--- src/rtl/fc_result_writer.sv ---
// rtl/fc_result_writer.sv - serialises 4-lane FC result vectors into the result BRAM
// Captures one vector per handshake and writes its lanes to consecutive word addresses.
module fc_result_writer #(
  parameter int CNT_BIT = 31,
  parameter int DWIDTH  = 32,
  parameter int AWIDTH  = 12
) (
  input  logic               clk,
  input  logic               reset_n,
  input  logic               i_run,
  input  logic [CNT_BIT-1:0] i_num_cnt,
  input  logic [AWIDTH-1:0]  i_base_addr,
  output logic               o_idle,
  output logic               o_run,
  output logic               o_done,
  input  logic               i_valid,
  output logic               o_ready,
  input  logic [DWIDTH-1:0]  i_result_0,
  input  logic [DWIDTH-1:0]  i_result_1,
  input  logic [DWIDTH-1:0]  i_result_2,
  input  logic [DWIDTH-1:0]  i_result_3,
  output logic [AWIDTH-1:0]  addr_b2,
  output logic               ce_b2,
  output logic               we_b2,
  output logic [DWIDTH-1:0]  d_b2,
  input  logic [DWIDTH-1:0]  q_b2
);

  typedef enum logic [1:0] {
    S_IDLE  = 2'd0,
    S_WAIT  = 2'd1,
    S_WRITE = 2'd2,
    S_DONE  = 2'd3
  } state_t;

  state_t             state_q, state_d;
  logic [CNT_BIT-1:0] num_q, num_d;
  logic [CNT_BIT-1:0] vec_q, vec_d;
  logic [AWIDTH-1:0]  base_q, base_d;
  logic [1:0]         lane_q, lane_d;
  logic [DWIDTH-1:0]  hold_q [4];
  logic [DWIDTH-1:0]  hold_d [4];

  logic last_vec;
  logic ready;
  logic capture;
  logic writing;
  logic unused_q_b2;

  assign unused_q_b2 = ^q_b2;

  // Only the lane-3 cycle of a non-final vector can overlap the next capture.
  assign last_vec = (vec_q == num_q - CNT_BIT'(1));
  assign ready    = (state_q == S_WAIT) ||
                    ((state_q == S_WRITE) && (lane_q == 2'd3) && !last_vec);
  assign capture  = i_valid && ready;
  assign writing  = (state_q == S_WRITE);

  always_comb begin
    state_d = state_q;
    num_d   = num_q;
    vec_d   = vec_q;
    base_d  = base_q;
    lane_d  = lane_q;
    hold_d  = hold_q;

    if (capture) begin
      hold_d[0] = i_result_0;
      hold_d[1] = i_result_1;
      hold_d[2] = i_result_2;
      hold_d[3] = i_result_3;
    end

    case (state_q)
      S_IDLE: begin
        if (i_run) begin
          num_d   = i_num_cnt;
          base_d  = i_base_addr;
          vec_d   = '0;
          lane_d  = 2'd0;
          state_d = (i_num_cnt == '0) ? S_DONE : S_WAIT;
        end
      end
      S_WAIT: begin
        if (capture) begin
          state_d = S_WRITE;
          lane_d  = 2'd0;
        end
      end
      S_WRITE: begin
        lane_d = lane_q + 2'd1;
        if (lane_q == 2'd3) begin
          vec_d = vec_q + CNT_BIT'(1);
          if (last_vec) begin
            state_d = S_DONE;
          end else if (!capture) begin
            state_d = S_WAIT;
          end
        end
      end
      S_DONE: begin
        state_d = S_IDLE;
      end
      default: begin
        state_d = S_IDLE;
      end
    endcase
  end

  always_ff @(posedge clk or negedge reset_n) begin
    if (!reset_n) begin
      state_q <= S_IDLE;
      num_q   <= '0;
      vec_q   <= '0;
      base_q  <= '0;
      lane_q  <= 2'd0;
      for (int i = 0; i < 4; i++) begin
        hold_q[i] <= '0;
      end
    end else begin
      state_q <= state_d;
      num_q   <= num_d;
      vec_q   <= vec_d;
      base_q  <= base_d;
      lane_q  <= lane_d;
      for (int i = 0; i < 4; i++) begin
        hold_q[i] <= hold_d[i];
      end
    end
  end

  assign o_idle  = (state_q == S_IDLE);
  assign o_run   = (state_q == S_WAIT) || (state_q == S_WRITE);
  assign o_done  = (state_q == S_DONE);
  assign o_ready = ready;

  // Bus is quiet outside WRITE; address arithmetic wraps at the BRAM depth.
  assign ce_b2   = writing;
  assign we_b2   = writing;
  assign addr_b2 = writing ? (base_q + {vec_q[AWIDTH-3:0], lane_q}) : '0;
  assign d_b2    = writing ? hold_q[lane_q] : '0;

endmodule

--- config.mk ---
export PLATFORM = sky130hd
export DESIGN_NAME = fc_result_writer
export DESIGN_NICKNAME = d
export VERILOG_FILES = /design/src/rtl/fc_result_writer.sv
export SDC_FILE = /design/constraint.sdc
export NUM_CORES = 1
export LEC_CHECK = 0
export BUFFER_PORTS_ARGS = -buffer_cell sky130_fd_sc_hd__buf_2
export CORE_ASPECT_RATIO = 0.5
export CORE_UTILIZATION = 40
export DETAILED_ROUTE_END_ITERATION = 8
export SLEW_MARGIN = 15
export SYNTH_ARGS = -nofsm -noshare
export SYNTH_HDL_FRONTEND = slang
export SYNTH_SLANG_ARGS = --single-unit
--- constraint.sdc ---
create_clock -name clk -period 3.87 [get_ports clk]
set_clock_uncertainty 0.1 [all_clocks]
set_input_delay 0.1935 -clock clk [delete_from_list [all_inputs] [get_ports clk]]
set_output_delay 0.1935 -clock clk [all_outputs]
set_load 0.02 [all_outputs]
==> impl_table.tex <==
\begin{tabular}{lr}
\hline
Metric & Value \\
\hline
\multicolumn{2}{l}{\textbf{Run status}} \\
\quad Outcome & finished with violations \\
\quad Violated checks & design-rule violations, negative setup slack \\
\multicolumn{2}{l}{\textbf{Routing}} \\
\quad Routed vias/inst & 5.072 \\
\quad Detailed Routing Iterations Pass 1 & 6 \\
\quad Detailed-route via count & 8313 \\
\quad Detail-routed net length per standard cell & 17.74 µm \\
\quad Antenna-violating nets left & 0 \\
\quad Detailed-route DRC error count & 2 \\
\quad Total wire length & 29080 µm \\
\quad 1st-iter DRT viols & 372 \\
\multicolumn{2}{l}{\textbf{Synthesis}} \\
\quad Syn nets & 1075 \\
\quad Yosys warning count & 0 \\
\quad Async set or reset register ratio after synthesis & 100.0\% \\
\quad Fraction of the yosys area taken by sequential cells & 47.86\% \\
\quad Ys flop type & dfrtp\_1 \\
\quad Number of flops mapped to enable cells by yosys & 0 \\
\quad Count of distinct cell types in the synthesized netlist & 57 \\
\quad Post-Synthesis Cells & 849 \\
\quad Netlist area before placement & 0.01077 mm² \\
\quad Synthesized area per cell & 12.69 µm² \\
\quad \#FFs+latches synth & 206 \\
\multicolumn{2}{l}{\textbf{Floorplanning}} \\
\quad Total number of placement rows & 42 \\
\quad Vertical extent of the die & 118.0 µm \\
\quad Horizontal die dimension & 234.1 µm \\
\quad Core footprint & 0.02643 mm² \\
\quad Top-level I/O count & 257 \\
\quad Starting density of the core & 40.75\% \\
\quad Die area & 0.02763 mm² \\
\multicolumn{2}{l}{\textbf{Pwr}} \\
\quad Pwr/cell area & 661.3 mW/mm² \\
\quad Int Pwr & 6.752 mW \\
\quad Worst vdd rail ir drop & 0.0003689 V \\
\quad Sequential share of power & 37.2\% \\
\quad Final Power & 10.05 mW \\
\quad Relative contribution of the clock network to total power & 21.1\% \\
\quad Power spent charging and discharging nets & 3.295 mW \\
\quad Relative contribution of combinational cells to total power & 41.7\% \\
\quad Static Leakage & 6.924 nW \\
\quad Switching share of power & 32.80\% \\
\multicolumn{2}{l}{\textbf{Clock network}} \\
\quad Clock Latency Late Sink & 0.51 ns \\
\quad Clock Tree Root & clkbuf\_16 \\
\quad CTS Sinks & 206 \\
\quad CTS clock-pin slew for the worst setup and hold paths & 0.06 ns \\
\quad Number of H-tree branching levels & 1 \\
\quad Largest buffer count on any clock path & 3 \\
\quad CTS tree & done \\
\quad Number of clock buffers inserted by TritonCTS & 21 \\
\multicolumn{2}{l}{\textbf{Timing}} \\
\quad Setup violations, final & 123 \\
\quad Max-Slew Margin vs Limit & 26.65\% \\
\quad Worst Max-Slew Pin Slew & 1.096 ns \\
\quad Final hold viol count & 0 \\
\quad Final critical-path setup slack & -0.1098 ns \\
\quad Unrepaired setup endpoints after global routing & true \\
\quad Final critical-path share of the clock period & 102.8\% \\
\quad Final critical delay including setup and external delays & 3.980 ns \\
\quad Smallest hold slack & 0.08463 ns \\
\quad Number of max-slew violations in the final report & 0 \\
\quad Max frequency & 251.3 MHz \\
\multicolumn{2}{l}{\textbf{Worst setup path}} \\
\quad Setup slack of the most critical reg-to-reg path & -0.11 ns \\
\quad Setup CP Type & reg -> reg \\
\quad Worst Path Arrival & 4.27 ns \\
\quad Worst R2R Path Depth & 11 \\
\quad Required time worst endpoint & 4.16 ns \\
\quad Worst Setup End Kind & flop \\
\quad Element type at the critical path start & flop \\
\quad Worst-path fanout max & 33 \\
\quad Source of the worst register-to-register timing path & num\_q[10] \\
\quad Endpoint of the lowest-slack register-to-register path & hold\_q[97] \\
\multicolumn{2}{l}{\textbf{Placement}} \\
\quad Final weighted congestion of routability-driven global placement & 0.8866 \\
\quad Number of I/O port buffers & 224 \\
\quad Pre-CTS setup slack & -0.07772 ns \\
\quad HPWL Detailed & 18820 µm \\
\quad Placed Instance Area & 0.01242 mm² \\
\multicolumn{2}{l}{\textbf{Global routing}} \\
\quad Maximum number of pins on one net before global-route repair & 98 \\
\quad Total GRT Usage & 21.47\% \\
\quad Wire length of the first global-routing pass & 47170 µm \\
\quad Antenna violations before repair & 1 \\
\quad Gr ovfl total & 0 \\
\quad Number of global-route vias before repair & 9199 \\
\multicolumn{2}{l}{\textbf{Final layout}} \\
\quad Fin nets & 1498 \\
\quad Fraction of layout instances using a drive strength above 1 & 36.39\% \\
\quad Post-layout instance area & 0.01519 mm² \\
\quad Area Growth Syn to Fin & 41.06\% \\
\multicolumn{2}{l}{\textbf{Hold path}} \\
\quad Worst hold stages & 3 \\
\quad Startpoint of the lowest-slack hold path & i\_valid \\
\quad Endpoint of the worst hold-timing path & state\_q[1] \\
\quad HP Class & in -> reg \\
\multicolumn{2}{l}{\textbf{Job}} \\
\quad \# Max-Cap Violations & 0 \\
\hline
\end{tabular}
layout make-up:
cell class / instances / area (µm²)
sequential: 206 / 5157
tap: 352 / 440.4
antenna: 1 / 2.502
clock buffer: 27 / 598.1
clock inverter: 10 / 111.4
inverter: 14 / 52.55
multi-input combinational: 589 / 5524
timing repair buffer: 440 / 3306
fill: 2145 / 11240
registers in the layout, summed over array words and instances (netlist names):
| register | count |
|---|---|
| vec_q | 31 |
| base_q | 12 |
| lane_q | 2 |
| num_q | 31 |
| state_q | 2 |
| hold_q | 128 |
synth_stat cells (all sizes together), types with 2 or more instances:
cell	count	area share, %
a21o	3	0.21
a21oi	15	0.70
a31oi	3	0.17
and2	46	2.7
and3	12	0.70
and4	3	0.24
and4b	2	0.19
buf	18	1.6
clkbuf	22	0.77
dfrtp	206	48
ha	18	2.1
inv	14	0.49
mux2	174	19
mux2i	2	0.19
mux4	32	6.7
nand2	30	1.0
nand3	17	0.79
nand4	9	0.52
nand4b	2	0.16
nor2	46	1.6
nor2b	7	0.41
nor3	14	0.70
nor4	17	1.1
o21ai	18	0.84
o21bai	4	0.28
o22ai	2	0.12
o2bb2ai	2	0.16
o41ai	2	0.16
or2	3	0.17
or3	10	0.58
or4	3	0.28
xnor2	30	2.4
xor2	46	3.7
cell usage in the layout (no fill, tap or decap), types with 4 or more instances in the layout:
cell type / instances
nor3_1: 12
mux2_4: 62
inv_1: 14
nand2_1: 29
or3_1: 10
buf_2: 222
xnor2_1: 30
nor2_1: 46
mux4_2: 32
and2_1: 46
o21ai_0: 18
clkinv_2: 4
ha_1: 17
and3_1: 12
dfrtp_1: 204
mux2_1: 59
dlygate4sd3_1: 172
clkbuf_16: 24
clkbuf_8: 6
mux2_2: 53
nor2b_1: 7
xor2_1: 46
o21bai_1: 4
a21oi_1: 15
nand4_1: 9
nor4_1: 14
buf_4: 35
nand3_1: 17
power groups by stage:
stage | logic [mW] | registers (mW) | clock network (mW)
after floorplan | 2.83 | 3.54 | 0
after global placement | 3.61 | 3.67 | 0
after detailed placement | 3.70 | 3.74 | 0
after CTS | 3.91 | 3.72 | 2.17
after global routing | 4.55 | 3.86 | 2.26
final | 4.19 | 3.74 | 2.12
through the flow:
| step | instances | TNS, ns | util (%) |
|---|---|---|---|
| 6_report | 1639 | -7.878 | 57.47 |
| 5_1_grt | 1639 | -27.31 | 57.47 |
| 4_1_cts | 1633 | -1.439 | 56.47 |
| 3_5_place_dp | 1422 | -0.1324 | 46.98 |
| 3_3_place_gp | 1422 | 0 | 46.98 |
| 2_1_floorplan | 849 | 0 | - |
metal layers:
layer  vias to the layer above  track usage [%]  routed length [µm]
li1                       3898                -                   -
met1                      4191            26.92               12340
met2                       170            37.39               15020
met3                        54            3.973                 996
met4                         0            6.575                 719
met5                         -                0                   0
worst max path at each step:
| stage | from | endpoint | slack (ns) | cells past startpoint |
|---|---|---|---|---|
| 5_1_grt | num_q[10] | hold_q[33] | -0.26 | 11 |
| 6_report | num_q[10] | hold_q[97] | -0.11 | 11 |
| 3_3_place_gp | num_q[7] | hold_q[64] | 0.02 | 10 |
| 3_5_place_dp | num_q[7] | state_q[1] | -0.08 | 11 |
| 2_1_floorplan | num_q[8] | hold_q[107] | 0.19 | 12 |
| 4_1_cts | num_q[10] | o_ready | -0.1 | 11 |
critical path, stage by stage (launching register included):
cell and delay [ns]:
dfrtp_1 0.38, or4_4 0.56, or4_4 0.46, nor4_4 0.15
xnor2_1 0.09, or4_1 0.56, nor4_2 0.22, nand4b_1 0.22
buf_4 0.20, a22o_4 0.32, buf_12 0.22, mux2_1 0.34
kinds of logic (layout without fill, tap and decap cells):
logic type | count (synthesis) | after routing | share of synthesized area (%)
and+or+nand+nor | 227 | 227 | 11.64
muxes | 208 | 208 | 25.77
DFF | 206 | 206 | 47.86
xor gates and xnor gates | 76 | 76 | 6.180
AOI/OAI and AO/OA | 59 | 59 | 3.416
buffers and inverters | 54 | 491 | 2.858
adders and majority gates | 19 | 19 | 2.277
other | 0 | 1 | 0
repair_timing:
action / 4_1_cts / 5_1_grt
endpoints found under the setup margin: 22 / 131
buffers inserted: 2 / 2
resized for setup: 15 / 42
hold endpoints to repair: 264 / 0
gates cloned: 0 / 3
hold buffers: 172 / 0
pin swaps: 4 / 3
Note: power is estimated with default switching activity, not from simulation.
